$ cat src/rtl/dae_decoder_seq.sv
// dae_decoder_seq
//   Decoder half of the denoising autoencoder datapath. Expands two compressed
//   features into one reconstructed sample: a 2->4 dense ReLU layer followed by
//   a 4->1 linear layer. All 12 multiplies share a single MAC, one per cycle.
//
// Ports
//   clk, rst          rising-edge clock, synchronous active-high reset
//   in_valid/in_ready feature-pair handshake (feature0, feature1, signed)
//   w1_flat           layer-1 weights, slice k = 2*j + i (neuron j, input i)
//   b1_flat           layer-1 biases, slice j
//   w2_flat           layer-2 weights, slice j multiplies hidden[j]
//   b2                layer-2 bias
//   out_valid/out_ready/out_sample  reconstructed-sample handshake
//
// Weights are fixed point with FRAC_BITS fractional bits; features, biases,
// hidden values and the output share the integer scale of the features.
module dae_decoder_seq #(
    parameter int unsigned DATA_W    = 8,
    parameter int unsigned FRAC_BITS = 6,
    parameter int unsigned ACC_W     = 20
) (
    input  logic                  clk,
    input  logic                  rst,
    input  logic                  in_valid,
    output logic                  in_ready,
    input  logic [DATA_W-1:0]     feature0,
    input  logic [DATA_W-1:0]     feature1,
    input  logic [8*DATA_W-1:0]   w1_flat,
    input  logic [4*DATA_W-1:0]   b1_flat,
    input  logic [4*DATA_W-1:0]   w2_flat,
    input  logic [DATA_W-1:0]     b2,
    output logic                  out_valid,
    input  logic                  out_ready,
    output logic [DATA_W-1:0]     out_sample
);

    typedef logic signed [DATA_W-1:0]   data_t;
    typedef logic signed [ACC_W-1:0]    acc_t;
    typedef logic signed [2*DATA_W-1:0] prod_t;

    typedef enum logic [1:0] {StIdle, StL1, StL2, StOut} state_t;

    localparam acc_t AccMax = acc_t'((2 ** (DATA_W - 1)) - 1);
    localparam acc_t AccMin = acc_t'(-(2 ** (DATA_W - 1)));

    // Clamp an already-shifted accumulator value into the data range.
    function automatic data_t sat(input acc_t v);
        acc_t c;
        if (v > AccMax) begin
            c = AccMax;
        end else if (v < AccMin) begin
            c = AccMin;
        end else begin
            c = v;
        end
        return c[DATA_W-1:0];
    endfunction

    state_t state_q, state_d;

    logic [2:0] cnt_q;
    acc_t       acc_q;
    data_t      hidden_q [4];
    data_t      feat_q   [2];
    data_t      w1_q     [8];
    data_t      b1_q     [4];
    data_t      w2_q     [4];
    data_t      b2_q;
    data_t      out_sample_q;

    data_t mac_a, mac_b, bias;
    prod_t prod;
    acc_t  acc_sum, biased, shifted;
    data_t sat_val, relu_val;

    // ------------------------------------------------------------------
    // Shared MAC and neuron finishing logic
    // ------------------------------------------------------------------
    always_comb begin
        mac_a = '0;
        mac_b = '0;
        bias  = '0;
        unique case (state_q)
            StL1: begin
                // cnt = {j, i}: input i of neuron j
                mac_a = feat_q[cnt_q[0]];
                mac_b = w1_q[cnt_q];
                bias  = b1_q[cnt_q[2:1]];
            end
            StL2: begin
                mac_a = hidden_q[cnt_q[1:0]];
                mac_b = w2_q[cnt_q[1:0]];
                bias  = b2_q;
            end
            default: ;
        endcase
        prod     = mac_a * mac_b;
        acc_sum  = acc_q + acc_t'(prod);
        // Bias is on the feature scale; align it with the weight-scaled products.
        biased   = acc_sum + (acc_t'(bias) <<< FRAC_BITS);
        shifted  = biased >>> FRAC_BITS;
        sat_val  = sat(shifted);
        relu_val = sat_val[DATA_W-1] ? '0 : sat_val;
    end

    // ------------------------------------------------------------------
    // Control FSM
    // ------------------------------------------------------------------
    always_ff @(posedge clk) begin
        if (rst) begin
            state_q <= StIdle;
        end else begin
            state_q <= state_d;
        end
    end

    always_comb begin
        state_d = state_q;
        unique case (state_q)
            StIdle: if (in_valid)       state_d = StL1;
            StL1:   if (cnt_q == 3'd7)  state_d = StL2;
            StL2:   if (cnt_q == 3'd3)  state_d = StOut;
            StOut:  if (out_ready)      state_d = StIdle;
            default:                    state_d = StIdle;
        endcase
    end

    assign in_ready   = (state_q == StIdle);
    assign out_valid  = (state_q == StOut);
    assign out_sample = out_sample_q;

    // ------------------------------------------------------------------
    // Datapath registers
    // ------------------------------------------------------------------
    always_ff @(posedge clk) begin
        if (rst) begin
            cnt_q        <= '0;
            acc_q        <= '0;
            out_sample_q <= '0;
            b2_q         <= '0;
            for (int k = 0; k < 8; k++) w1_q[k] <= '0;
            for (int k = 0; k < 4; k++) begin
                hidden_q[k] <= '0;
                b1_q[k]     <= '0;
                w2_q[k]     <= '0;
            end
            feat_q[0] <= '0;
            feat_q[1] <= '0;
        end else begin
            unique case (state_q)
                StIdle: begin
                    if (in_valid) begin
                        // Snapshot everything so the ports may change mid-sample.
                        feat_q[0] <= feature0;
                        feat_q[1] <= feature1;
                        for (int k = 0; k < 8; k++) w1_q[k] <= w1_flat[k*DATA_W +: DATA_W];
                        for (int k = 0; k < 4; k++) begin
                            b1_q[k] <= b1_flat[k*DATA_W +: DATA_W];
                            w2_q[k] <= w2_flat[k*DATA_W +: DATA_W];
                        end
                        b2_q  <= b2;
                        cnt_q <= '0;
                        acc_q <= '0;
                    end
                end
                StL1: begin
                    cnt_q <= cnt_q + 3'd1;  // wraps to 0 entering L2
                    if (cnt_q[0]) begin
                        hidden_q[cnt_q[2:1]] <= relu_val;
                        acc_q                <= '0;
                    end else begin
                        acc_q <= acc_sum;
                    end
                end
                StL2: begin
                    if (cnt_q == 3'd3) begin
                        out_sample_q <= sat_val;
                        acc_q        <= '0;
                        cnt_q        <= '0;
                    end else begin
                        acc_q <= acc_sum;
                        cnt_q <= cnt_q + 3'd1;
                    end
                end
                default: ;
            endcase
        end
    end

endmodule

$ cat config.mk
export PLATFORM = sky130hd
export DESIGN_NAME = dae_decoder_seq
export DESIGN_NICKNAME = d
export VERILOG_FILES = /design/src/rtl/dae_decoder_seq.sv
export SDC_FILE = /design/constraint.sdc
export NUM_CORES = 1
export LEC_CHECK = 0
export CAP_MARGIN = 20
export CORE_MARGIN = 5
export CORE_UTILIZATION = 40
export DETAILED_ROUTE_END_ITERATION = 10
export PLACE_DENSITY = 0.59
export SETUP_SLACK_MARGIN = 0.1
export SLEW_MARGIN = 20
export SYNTH_ARGS = -nofsm -noshare
export SYNTH_HDL_FRONTEND = slang
export SYNTH_SLANG_ARGS = --single-unit
$ cat constraint.sdc
create_clock -name clk -period 18.55 [get_ports clk]
set_input_delay 4.6375 -clock clk [delete_from_list [all_inputs] [get_ports clk]]
set_output_delay 4.6375 -clock clk [all_outputs]
set_load 0.005 [all_outputs]
==> qor.csv, run 1 <==
metric;value;unit
post_cts_buffers;0;
clk_latency;530;ps
yosysUniqueCellTypes;55;
crit_required;18810;ps
antenna_cells;0;
cts-resized-gates;0;
grt_pass1_wl;51.69;mm
n_fill_cell;3052;
cpPeakStageDelay;630;ps
dpl_worst_slack;8791;ps
drt_iter0_drc;538;
max-vdd-ir-drop;0.05000;mV
cts_made_buffers;25;
synthMuxAreaShare;0.07911;
tns;0;ps
syn_area_per_cell;11.98;um^2
hold_buffers;0;
grt.total_usage;0.1705;
setup_viol;0;
rsz0062_at_grt;no;
io_buffers;165;
synth_compound_area_frac;0.07037;
yosysWarnings;0;
crit_arrival;9970;ps
rows;67;
crit_fanout;28;
dp_cells;1712;
start_util;0.4056;
synthTopCellsByCount;172 x edfxtp_1, 132 x and2_1, 117 x nor2_1;
synth_top_family_by_area;adder cells;
synth_async_sr_flop_share;0;
h-tree-depth;1;
die_w;194.4;um
synthSimpleGateAreaFrac;0.1458;
skew;13.42;ps
critical_path.slowest_cell;a22oi_1;
hpwl;24.80;mm
grt_pass1_vias;9365;
p_leak;0.006830;uW
antenna_found_initial;0;
first_pass_iters;5;
cts_buffer_depth;3;
ios;166;
drc;0;
dieArea;0.03779;mm^2
synth_nets;1449;
slew_headroom;0.2710;
num_vias;8840;
ff_latch_area;0.006048;mm^2
wirelength;32.40;mm
start_kind;register;
wire_per_inst;18.43;um
path_common_cell;fa_1;
maxCapViolations;0;
max_clock_freq;103.1;MHz
fin_crit;9704;ps
critical_path.endpoint_type;register;
grt-ovfl-total;0;
final_util;0.4945;
synth_xor_area_frac;0.02116;
hold_class;register to register;
areaGrowthSynthToFinish;21.91;%
drtAntennaViolNets;0;
dieHeight;194.4;um
power_density;99.62;mW/mm^2
synth.top_cells.by_area;edfxtp_1 38%, fa_1 13%, dfxtp_1 6.5%, mux4_2 6.5%, ha_1 6.3%;
core_area;0.03353;mm^2
synth_seq_cells;216;
worst_pin_slew;1094;ps
finalNonFillerCells;1758;
clock-root-buffer;clkbuf_16;
yosysTopAreaCell;edfxtp_1;
synth_area;0.01360;mm^2
slew_violations;0;
setup_slack;8846;ps
synth_fa_ha_area_frac;0.1950;
routabilityCongestion;0.8776;
cts.sinks;216;
grt_start_max_net_pins;137;
fin_crit_sh;0.5231;
synth_enable_flop_cells;172;
layout.nets;1606;
ys.flop_type;edfxtp_1;
multi_input_area;0.006960;mm^2
syn_inst;1135;
worstHoldStart;b2_q[1]$_SDFFE_PP0P_;
path_class;register to register;
hold_viol_final;0;
viasPerCell;5.028;
synth.yosys.seq_area_share;0.4445;
yosysMostFrequentCell;edfxtp_1;
drive_gt1_frac;0.09542;
cts_tree;done;
synth_top_area_frac;0.3797;
clkTransAtPathRegs;60;ps
outcome;finished clean;
state kept, by name, summed over array words and instances (netlist names), 8 cells and up, named ones only:
| register | count |
|---|---|
| w1_q | 64 |
| b1_q | 32 |
| hidden_q | 28 |
| b2_q | 8 |
| w2_q | 32 |
| acc_q | 20 |
| out_sample | 8 |
| feat_q | 16 |
layout make-up:
| class | instances | share of cell area |
|---|---|---|
| Timing Repair Buffer | 180 | 0.1068 |
| Sequential cell | 216 | 0.3647 |
| Clock buffer | 33 | 0.04075 |
| Multi-Input combinational cell | 763 | 0.4198 |
| Clock inverter | 12 | 0.009960 |
| Tap cell | 448 | 0.03380 |
| Inverter | 106 | 0.02415 |
layout by cell type, fill, tap and decap left out, types with 25 or more instances in the layout:
cell type and instances:
inv_1 105, dfxtp_1 42, edfxtp_1 172, nor2_1 116, ha_1 68, a22oi_1 29
and2_1 132, nand2_1 28, clkdlybuf4s50_1 164, o21ai_0 28, clkbuf_16 25, nor2b_1 30
mux4_2 39, fa_1 90
critical path, delay by kind of cell (launching register included):
kind,cells,cell delay [ps]
xor+xnor,2,690
simple gates,4,670
mux,2,880
flops,1,600
compound gates,11,2600
fa+ha+maj,7,3190
buf+inv,5,760
cells by family after synthesis:
kind of cell	after synthesis
AOI/OAI and AO/OA	144
xor gates and xnor gates	31
adders and majority gates	158
buffers and inverters	156
DFF	216
muxes	58
and+or+nand+nor	372
per-stage QoR:
stage | area [um^2] | hold slack, ps | total power (uW)
final | 16580 | 484.8 | 1652
after global routing | 16580 | 491.9 | 1742
after CTS | 16560 | 483.4 | 1666
after detailed placement | 15720 | 466.2 | 1157
after global placement | 15720 | 462.9 | 1150
after floorplan | 13600 | 449.2 | 996.0
power breakdown:
group          switching, uW  internal, uW  leakage, uW
clock network            194           311     0.000414
logic                    306           188      0.00422
registers               27.8           625      0.00220
total                    527          1120      0.00683
worst paths after layout:
path / to / slack [ps] / depth (start not counted)
min: b2_q[1]$_SDFFE_PP0P_ / 480 / 1
min reg2reg: b2_q[1]$_SDFFE_PP0P_ / 480 / 1
max reg2reg: hidden_q[2][3]$_SDFFCE_PN0P_ / 8850 / 31
max: hidden_q[2][3]$_SDFFCE_PN0P_ / 8850 / 31
routing by layer:
metal	share of wire	GRT usage	wire length, um	vias to the layer above
met3	0.058	0.03151	1886	43
li1	-	-	-	4254
met4	0.021	0.03880	694	0
met5	0	0	0	-
met2	0.48	0.2837	15460	236
met1	0.44	0.2347	14360	4307
Power figures use the tool's default switching activity.
==> run 2, diff against run 1 <==
--- a/config.mk
+++ b/config.mk
@@ -9,7 +9,7 @@
 export CORE_MARGIN = 5
 export CORE_UTILIZATION = 40
 export DETAILED_ROUTE_END_ITERATION = 10
-export PLACE_DENSITY = 0.59
+export PLACE_DENSITY = 0.61
 export SETUP_SLACK_MARGIN = 0.1
 export SLEW_MARGIN = 20
 export SYNTH_ARGS = -nofsm -noshare
==> constraint.sdc (replaced) <==
create_clock -name clk -period 8.34 [get_ports clk]
set_input_delay 2.085 -clock clk [delete_from_list [all_inputs] [get_ports clk]]
set_output_delay 2.085 -clock clk [all_outputs]
set_load 0.005 [all_outputs]
==> qor.csv, run 2 (synthesis results as in run 1) <==
metric;value;unit
outcome;finished clean;
drtAntennaViolNets;0;
max_clock_freq;125.2;MHz
finalNonFillerCells;1803;
maxCapViolations;0;
clk_latency;540;ps
h-tree-depth;1;
grt-ovfl-total;0;
cts_buffer_depth;3;
fin_crit;7985;ps
max-vdd-ir-drop;0.1373;mV
io_buffers;165;
core_area;0.03353;mm^2
critical_path.slowest_cell;mux4_2;
hold_class;register to register;
ios;166;
clock-root-buffer;clkbuf_16;
slew_violations;0;
dieHeight;194.4;um
cts_made_buffers;25;
drt_iter0_drc;575;
crit_family;adder cells;
hold_viol_final;0;
start_util;0.4056;
reg2reg_slack;350;ps
viasPerCell;5.063;
skew;14.09;ps
fin_area;0.01718;mm^2
hpwl;25.94;mm
fin_crit_sh;0.9574;
power_density;229.3;mW/mm^2
setup_viol;0;
layout.nets;1650;
path_class;register to register;
tns;0;ps
hold_buffers;0;
critical_path.endpoint_type;register;
routabilityCongestion;0.8921;
reg_top3;w1_q (64), b1_q (32), w2_q (32);
drc;0;
crit_fanout;12;
rows;67;
path_common_cell;fa_1;
critical_path_buf_inv_count;7;
areaGrowthSynthToFinish;26.28;%
slew_headroom;0.1217;
drive_gt1_frac;0.1461;
regToRegEndpoint;hidden_q[0][3]$_SDFFCE_PN0P_;
grt_start_max_net_pins;137;
final_common_cell;edfxtp_1;
dp_cells;1749;
largest_register_ffs;64;
cpPeakStageDelay;570;ps
rsz0062_at_grt;no;
num_vias;9129;
crit_arrival;8260;ps
final_cell_mix;172 x edfxtp_1, 164 x clkdlybuf4s50_1, 132 x and2_1;
cts_tree;done;
grt.total_usage;0.1748;
p_leak;0.007088;uW
die_w;194.4;um
grt_pass1_vias;9739;
reg2reg_depth;32;
placed_area;0.01605;mm^2
top_register;w1_q;
worstHoldStart;b2_q[7]$_SDFFE_PP0P_;
clkTransAtPathRegs;60;ps
dieArea;0.03779;mm^2
first_pass_iters;4;
min_path_cells;1;
holdPathEnd;b2_q[7]$_SDFFE_PP0P_;
worst_pin_slew;1315;ps
crit_required;8620;ps
wire_per_inst;19.05;um
antenna_found_initial;0;
antenna_cells;0;
start_kind;register;
grt_pass1_wl;52.89;mm
cts.sinks;216;
wirelength;34.36;mm
run 2: stage by stage:
| step | utilization | total power [uW] | worst slack [ps] | hold slack [ps] |
|---|---|---|---|---|
| 2_1_floorplan | - | 2219 | 118.1 | 449.2 |
| 3_3_place_gp | 0.4786 | 2619 | 161.5 | 461.5 |
| 3_5_place_dp | 0.4786 | 2638 | 52.22 | 471.1 |
| 4_1_cts | 0.5033 | 3762 | 69.37 | 484.3 |
| 5_1_grt | 0.5122 | 4142 | 79.38 | 494.4 |
| 6_report | 0.5122 | 3938 | 354.9 | 482.2 |
run 2: power breakdown:
group / switching [uW] / total (uW) / internal [uW] / leakage [uW]
logic: 797 / 1390 / 589 / 0.00450
clock network: 455 / 1100 / 648 / 0.000390
registers: 59.1 / 1450 / 1390 / 0.00220
run 2: per-layer routing:
metal  GRT usage  vias to the layer above  share of wire
li1            -                     4332              -
met1      0.2394                     4511           0.44
met2      0.2867                      240           0.48
met3     0.03618                       46          0.059
met4     0.04531                        0          0.023
met5           0                        -              0
run 2: repair_timing:
action / 4_1_cts / 5_1_grt
gates resized for setup: 2 / 45
cloned: 0 / 4
buffers inserted: 0 / 4
pin swaps: 1 / 11
hold endpoints to repair: 0 / 0
endpoints found under the setup margin: 20 / 36
run 2: final cells by class:
| cell class | count | area (um^2) |
|---|---|---|
| inverters | 106 | 400.4 |
| fillers | 3048 | 16360 |
| repair buffers | 222 | 2163 |
| well taps | 448 | 560.5 |
| flip-flops and latches | 216 | 6051 |
| multi-input cells | 765 | 7179 |
| clock inverters | 17 | 181.4 |
| clock buffers | 29 | 640.6 |
run 2: worst register-to-register path: cells and delay by family (launching register included):
| kind | cells | cell delay, ps |
|---|---|---|
| AND/OR/NAND/NOR | 7 | 1060 |
| multiplexers | 1 | 570 |
| adder cells (fa/ha/maj) | 7 | 3030 |
| buffers and inverters | 7 | 940 |
| XOR/XNOR | 1 | 140 |
| AO/OA/AOI/OAI | 9 | 1560 |
| flip-flops | 1 | 410 |
run 2: worst max path at each step:
| stage | cells past startpoint | to | slack (ps) |
|---|---|---|---|
| 6_report | 32 | hidden_q[0][3]$_SDFFCE_PN0P_ | 350 |
| 3_5_place_dp | 32 | hidden_q[0][3]$_SDFFCE_PN0P_ | 50 |
| 2_1_floorplan | 35 | hidden_q[0][0]$_SDFFCE_PN0P_ | 120 |
| 4_1_cts | 31 | hidden_q[0][1]$_SDFFCE_PN0P_ | 70 |
| 3_3_place_gp | 31 | hidden_q[2][2]$_SDFFCE_PN0P_ | 160 |
| 5_1_grt | 31 | hidden_q[2][5]$_SDFFCE_PN0P_ | 80 |
==> run 3, diff against run 2 <==
--- a/config.mk
+++ b/config.mk
@@ -6,10 +6,10 @@
 export NUM_CORES = 1
 export LEC_CHECK = 0
 export CAP_MARGIN = 20
-export CORE_MARGIN = 5
 export CORE_UTILIZATION = 40
 export DETAILED_ROUTE_END_ITERATION = 10
-export PLACE_DENSITY = 0.61
+export HOLD_SLACK_MARGIN = 0.06
+export PLACE_DENSITY_LB_ADDON = 0.1
 export SETUP_SLACK_MARGIN = 0.1
 export SLEW_MARGIN = 20
 export SYNTH_ARGS = -nofsm -noshare
==> qor.csv, run 3 (synthesis results as in run 1) <==
metric;value;unit
fin_crit;8056;ps
drt_iter0_drc;503;
min_path_cells;1;
clkTransAtPathRegs;60;ps
h-tree-depth;1;
die_w;186.4;um
dieHeight;186.4;um
drtAntennaViolNets;0;
hpwl;25.35;mm
p_switching;1349;uW
cts.sinks;216;
maxCapViolations;0;
clk_latency;550;ps
crit_arrival;8350;ps
reg_top3;w1_q (64), b1_q (32), w2_q (32);
power_density;226.5;mW/mm^2
tns;0;ps
cts_buffer_depth;3;
antenna_found_initial;1;
final_cell_mix;172 x edfxtp_1, 164 x clkdlybuf4s50_1, 130 x and2_1;
worstHoldStart;b2_q[3]$_SDFFE_PP0P_;
slew_violations;0;
start_kind;register;
start_util;0.4056;
power.internal;2658;uW
grt_pass1_wl;53.14;mm
largest_register_ffs;64;
layout.nets;1680;
io_buffers;165;
viasPerCell;5.043;
num_vias;9248;
core_area;0.03353;mm^2
dp_cells;1766;
finalNonFillerCells;1834;
dieArea;0.03475;mm^2
outcome;finished clean;
max_clock_freq;124.1;MHz
swShare;0.3366;
areaGrowthSynthToFinish;30.04;%
rsz0062_at_grt;yes;
path_common_cell;fa_1;
max-vdd-ir-drop;0.1248;mV
comb_power_share;0.373;
cts_made_buffers;26;
slew_headroom;0.3113;
sequentialPowerShare;0.361;
wirelength;33.73;mm
final_common_cell;edfxtp_1;
grt_start_max_net_pins;95;
skew;33.11;ps
routabilityCongestion;0.9314;
cpPeakStageDelay;550;ps
pwr-share-clk;0.265;
first_pass_iters;5;
setup_viol;0;
p_leak;0.007270;uW
fin_crit_sh;0.9660;
cts_tree;done;
crit_required;8630;ps
n_fill_cell;3007;
hold_class;register to register;
worst_pin_slew;1033;ps
grtUsageMet2;0.3271;
reg2reg_depth;30;
critical_path.endpoint_type;register;
path_class;register to register;
global_route.usage.met3;0.03103;
rows;67;
wire_per_inst;18.39;um
ios;166;
crit_fanout;6;
drive_gt1_frac;0.1928;
grt_busiest_layer;met2;
grt-ovfl-total;0;
top_register;w1_q;
hold_ws;480.9;ps
multi_input_area;0.007461;mm^2
final_util;0.5275;
ff_latch_area;0.006051;mm^2
grt.total_usage;0.1963;
grt_use_met1;0.2616;
drc;0;
clock-root-buffer;clkbuf_16;
critical_path.slowest_cell;mux4_2;
grt_pass1_vias;9706;
hold_viol_final;0;
-- run 3: changes by cell type in the layout (fill, tap and decap cells not counted), moves of 5 or more --
cell	change
ha_4	+8
ha_1	-13
ha_2	+5
buf_4	+23
-- run 3: through the flow --
step           instance area, um^2  worst slack, ps  total power, uW
2_1_floorplan                13620            118.1             2219
3_3_place_gp                 16180            31.43             2657
3_5_place_dp                 16180           -73.23             2670
4_1_cts                      17200            104.7             3945
5_1_grt                      17690            8.379             4222
6_report                     17690            283.9             4006
-- run 3: what timing repair did --
action | 4_1_cts | 5_1_grt
gates cloned | 2 | 1
buffers inserted | 5 | 12
setup endpoints to repair | 36 | 36
hold buffers | 0 | 0
gates resized for setup | 29 | 79
pin swaps | 9 | 47
-- run 3: routing by layer --
metal  vias up  part of all wire
li1       4412                 -
met1      4554              0.43
met2       229              0.49
met3        53             0.048
met4         0             0.028
met5         -                 0
-- run 3: layout make-up --
cell class                 count  share of cell area
antenna                        1           0.0001415
clock inverter                16            0.007215
timing repair buffer         251              0.1366
clock buffer                  31             0.03784
tap                          448             0.03169
multi-input combinational    765              0.4218
sequential                   216              0.3421
inverter                     106             0.02264
-- run 3: power by group through the flow --
stage | clock [uW] | sequential (uW) | combinational [uW]
after CTS | 1080 | 1450 | 1410
after floorplan | 0 | 1460 | 762
after global routing | 1130 | 1470 | 1630
after detailed placement | 0 | 1470 | 1200
after global placement | 0 | 1460 | 1190
final | 1060 | 1450 | 1500
-- run 3: worst max-delay path, delay by kind of cell (launching register included) --
family,cells,cell delay (ps)
DFF,1,400
and+or+nand+nor,8,1460
muxes,2,870
xor gates and xnor gates,1,140
buffers and inverters,6,840
adders and majority gates,7,2910
AOI/OAI and AO/OA,6,1180
-- run 3: final timing paths --
check / end / slack, ps
max: hidden_q[3][4]$_DFFE_PP_ / 280
min: b2_q[3]$_SDFFE_PP0P_ / 480
max reg2reg: hidden_q[3][4]$_DFFE_PP_ / 280
min reg2reg: b2_q[3]$_SDFFE_PP0P_ / 480
==> patch 1, RTL diff (flow settings as in run 1) <==
Reset style: asynchronous (`rst`), changed in 2 clocked blocks. Comments in the files are not updated.
--- a/src/rtl/dae_decoder_seq.sv
+++ b/src/rtl/dae_decoder_seq.sv
@@ -106,7 +106,7 @@
     // ------------------------------------------------------------------
     // Control FSM
     // ------------------------------------------------------------------
-    always_ff @(posedge clk) begin
+    always_ff @(posedge clk or posedge rst) begin
         if (rst) begin
             state_q <= StIdle;
         end else begin
@@ -132,7 +132,7 @@
     // ------------------------------------------------------------------
     // Datapath registers
     // ------------------------------------------------------------------
-    always_ff @(posedge clk) begin
+    always_ff @(posedge clk or posedge rst) begin
         if (rst) begin
             cnt_q        <= '0;
             acc_q        <= '0;
Formal check against the unedited RTL: differs if rst is asserted again (counterexample within 4 cycles, from zero or initial values and one cycle with rst high); with rst held inactive, the same outputs for 10 cycles.
==> patch 1 against run 1 <==
Wire length grew 6.8%. Final area about the same. Setup slack better by 0.13 ns. Utilization is essentially flat. Fmax up 1.4%. Area after synthesis grew 0.11%. Global-route usage is 1.1 points higher. Sequential cell count down 3. First-iteration DRC count is 25% lower.
Power is not compared: it rests on default switching activity, and its combinational part moved more than twofold at a synthesized area within 25%.
==> patch 1: results (changes against run 1) <==
status: "completed"
drive_gt1_share_pct: 21.13  # +12 points
post_synth_xor_area_fraction_pct: 2.352  # +0.24 points
fin_skew_ns: 0.01711  # +0.003691 ns
n_fill_cell: 3035  # -0.56%
final_nets: 1590  # -1.0%
r2r_end: "out_sample[0]$_DFFE_PP0P_"
synth_compound_area_share_pct: 8.095  # +1.1 points
synth.area.top_cells: "dfrtp_1 39%, fa_1 13%, mux2_2 13%"
worst_ep_arrival_time_ns: 10.03  # +0.06 ns
synthDistinctLibCells: 56  # +1.8%
slew_headroom_pct: 34.20  # +7.1 points
routed_via_density: 5.191  # +3.2%
hpwl_um: 26510  # +6.9%
crit_path_max_fanout: 18  # -36%
cp_slowest_stage_delay_ns: 0.75  # +0.12 ns
antenna_found_initial: 1  # +1
crit_slowest_cell: "o21ai_1"
grt_max_degree: 134  # -2.2%
grt_pass1_wl_um: 55520  # +7.4%
hold_start: "hidden_q[14]$_DFFE_PP0P_"
yosys-top-cells-count: "213 x dfrtp_1, 156 x mux2_2, 105 x inv_1"
place_ws_ns: 8.962  # +0.1708 ns
synth_fa_ha_area_share_pct: 19.57  # +0.070 points
cts_made_buffers: 24  # -4.0%
syn_nets: 1436  # -0.90%
r2r_cells: 32  # +3.2%
place_congestion: 0.9097  # +3.7%
synth.area.mux_share_pct: 19.90  # +12 points
grt_pass1_vias: 9961  # +6.4%
grtUsageTotal_pct: 18.16  # +1.1 points
## patch 1: kinds of logic after synthesis
| logic type | count (synthesis) |
|---|---|
| flip-flops | 213 |
| multiplexers | 210 |
| AND/OR/NAND/NOR | 194 |
| AO/OA/AOI/OAI | 159 |
| adder cells (fa/ha/maj) | 159 |
| buffers and inverters | 152 |
| XOR/XNOR | 34 |
## patch 1: power breakdown
| group | leakage [µW] | switching [µW] | total [µW] | internal [µW] |
|---|---|---|---|---|
| clock network | 0.000403 | 194 | 499 | 305 |
| registers | 0.00262 | 110 | 783 | 672 |
| logic | 0.00448 | 1080 | 1910 | 827 |
## patch 1: metal layers
layer | vias up | GRT usage, % | wire (µm)
li1 | 4193 | - | -
met1 | 4624 | 25.12 | 15500
met2 | 181 | 29.73 | 16500
met3 | 33 | 4.346 | 2046
met4 | 2 | 3.255 | 553
met5 | - | 0 | 7
## patch 1: worst max path at each step
stage | slack [ns] | endpoint | startpoint | cells after the start
final | 8.98 | out_sample[0]$_DFFE_PP0P_ | state_q[1]$_DFFE_PP0P_ | 32
after global routing | 8.45 | out_sample[2]$_DFFE_PP0P_ | state_q[1]$_DFFE_PP0P_ | 32
after CTS | 8.98 | out_sample[0]$_DFFE_PP0P_ | state_q[1]$_DFFE_PP0P_ | 32
after detailed placement | 8.96 | out_sample[2]$_DFFE_PP0P_ | state_q[1]$_DFFE_PP0P_ | 32
after global placement | 9.11 | out_sample[2]$_DFFE_PP0P_ | state_q[1]$_DFFE_PP0P_ | 32
after floorplan | 8.09 | acc_q[0]$_DFFE_PP0P_ | rst | 1
## patch 1: area by class of cell
type                            count  share of cell area (%)
Multi-Input combinational cell    756                   46.52
Sequential cell                   213                   32.17
Timing Repair Buffer              175                   10.51
Clock buffer                       35                   4.242
Tap cell                          448                   3.381
Inverter                          105                   2.423
Clock inverter                      8                  0.7547
## patch 1: worst min-delay path: cells and delay by family, from the launching register on
family	cells	cell delay, ns
AOI/OAI and AO/OA	1	0.06
DFF	1	0.34
and+or+nand+nor	1	0.05
## patch 1: metrics by stage
step | area, µm² | hold WS [ns] | power [µW] | std cells | util, %
after global routing | 16580 | 0.4975 | 3466 | 1740 | 49.44
after global placement | 15730 | 0.4590 | 2688 | 1696 | 46.90
after detailed placement | 15730 | 0.4668 | 2711 | 1696 | 46.90
final | 16580 | 0.4789 | 3192 | 1740 | 49.44
after floorplan | 13620 | 0.4446 | 2184 | 1121 | -
after CTS | 16550 | 0.4803 | 3228 | 1739 | 49.37
==> patch 2, RTL diff (settings of run 1) <==
Made on the original files. Change the parameter `DATA_W` from 8 to 7.
--- a/src/rtl/dae_decoder_seq.sv
+++ b/src/rtl/dae_decoder_seq.sv
@@ -15,7 +15,7 @@
 // Weights are fixed point with FRAC_BITS fractional bits; features, biases,
 // hidden values and the output share the integer scale of the features.
 module dae_decoder_seq #(
-    parameter int unsigned DATA_W    = 8,
+    parameter int unsigned DATA_W    = 7,
     parameter int unsigned FRAC_BITS = 6,
     parameter int unsigned ACC_W     = 20
 ) (
Interface: changed (7 resized); port bits go from 166 to 146. The function was not compared with the original's and may differ.
==> patch 2 against run 1 <==
Power is 16% lower. Setup slack worse by 0.074 ns. Wire length is 12% lower. Sequential cell count is 24 lower. Area after synthesis is 10% lower. Final area is 11% lower. Non-clock buffer count is 25 lower. Critical path type unchanged. Worst hold slack worse by 0.014 ns.
==> patch 2: results (changes against run 1) <==
largest_registers: "w1_q (56), b1_q (28), w2_q (28)"
syn_nets: 1340  # -7.5%
drt_wl_total_um: 28650  # -12%
hpwl_um: 22440  # -9.5%
crit_slowest_cell: "or4_1"
min_delay_worst_endpoint: "acc_q[19]$_SDFFE_PP0P_"
hold_path_class: "register to register"
grt_pass1_wl_um: 46530  # -10%
post_cts_buffers: 0  # unchanged
hold_start: "acc_q[19]$_SDFFE_PP0P_"
status: "completed"
worstSetupPathType: "register to register"
p_clk_share_pct: 27.5  # -3.1 points
n_fill_cell: 2700  # -12%
final_nets: 1472  # -8.3%
fin_skew_ns: 0.01534  # +0.001922 ns
clk_latency_ns: 0.44  # -0.09 ns
total_power_uw: 1393  # -16%
ant_nets: 0  # unchanged
slew_headroom_pct: 31.21  # +4.1 points
critical-path-top-delay-family: "adder cells"
leakagePower_uw: 0.006008  # -12%
ir_drop_mv: 0.06942  # +39%
seq_area_frac_synth_pct: 43.75  # -0.70 points
crit_path_max_fanout: 24  # -14%
synth.area.top_cells: "edfxtp_1 37%, fa_1 12%, ha_1 7.0%"
worst_ep_arrival_time_ns: 9.96  # about the same
htreeDepth: 4  # +3
rrSetupSlack_ns: 8.77  # -0.07 ns
synth_warnings: 0  # unchanged
dr.pass1.iters: 5  # unchanged
diodes: 0  # unchanged
r2r_cells: 27  # -13%
grt_max_degree: 77  # -44%
cts_made_buffers: 17  # -32%
clk_path_buf_depth: 2  # -1
num_vias: 8004  # -9.5%
drt_iter0_markers: 417  # -22%
place_congestion: 0.8633  # -1.6%
cp_slowest_stage_delay_ns: 0.82  # +0.19 ns
post_cts_resized: 0  # unchanged
grt_pass1_vias: 8594  # -8.2%
place_area_um2: 14070  # -11%
pg_comb_uw: 433  # -12%
synth_ff_type: "edfxtp_1"
numPortBuffers: 145  # -12%
root_buffer: "clkbuf_16"
synth-edff-count: 150  # -13%
grtUsageTotal_pct: 17.55  # +0.51 points
hold_path_depth: 2  # +1
switching_share_pct: 34.86  # +2.9 points
cp-endpoint: "hidden_q[2][2]$_SDFFCE_PN0P_"
clkTransAtPathRegs_ns: 0.08  # +0.02 ns
drive_gt1_share_pct: 8.775  # -0.77 points
max_cap_viol_count: 0  # unchanged
async_reset_ff_share_pct: 0  # unchanged
antenna_found_initial: 1  # +1
yosys-top-cells-count: "150 x edfxtp_1, 147 x inv_1, 116 x and2_1"
[patch 2: cell count changes after synthesis, moves of 7 or more]
cell	before	now
and2_1	132	116
edfxtp_1	172	150
fa_1	90	72
inv_1	106	147
mux4_2	39	32
nand3_1	21	7
nor2_1	117	102
o211ai_1	7	0
o21ai_0	30	20
[patch 2: logic make-up after synthesis]
logic type      Yosys count  synth area share [%]
fa+ha+maj               140                 18.76
flops                   192                 43.75
xor+xnor                 34                 2.560
mux                      50                 7.456
buf+inv                 190                 5.930
simple gates            315                 13.30
compound gates          142                 8.235
[patch 2: routing by layer]
metal,GRT usage [%],wire (µm)
met5,0,11
met4,4.727,457
met3,3.454,1384
met2,29.16,13940
met1,23.68,12860
[patch 2: metrics by stage]
stage / cells / util [%] / setup slack, ns / hold WS (ns)
6_report: 1604 / 48.43 / 8.772 / 0.4711
5_1_grt: 1604 / 48.43 / 8.215 / 0.5032
4_1_cts: 1603 / 48.40 / 8.734 / 0.4706
3_5_place_dp: 1571 / 46.35 / 8.757 / 0.4591
3_3_place_gp: 1571 / 46.35 / 9.037 / 0.4534
2_1_floorplan: 1063 / - / 9.916 / 0.4443
[patch 2: cell type report]
| cell class | count | area [µm²] | area share, % |
|---|---|---|---|
| multi-input combinational | 681 | 6151 | 41.85 |
| tap | 396 | 495.5 | 3.371 |
| sequential | 192 | 5348 | 36.38 |
| inverter | 148 | 558.0 | 3.796 |
| clock buffer | 17 | 425.4 | 2.894 |
| clock inverter | 15 | 196.4 | 1.336 |
| timing repair buffer | 155 | 1525 | 10.38 |
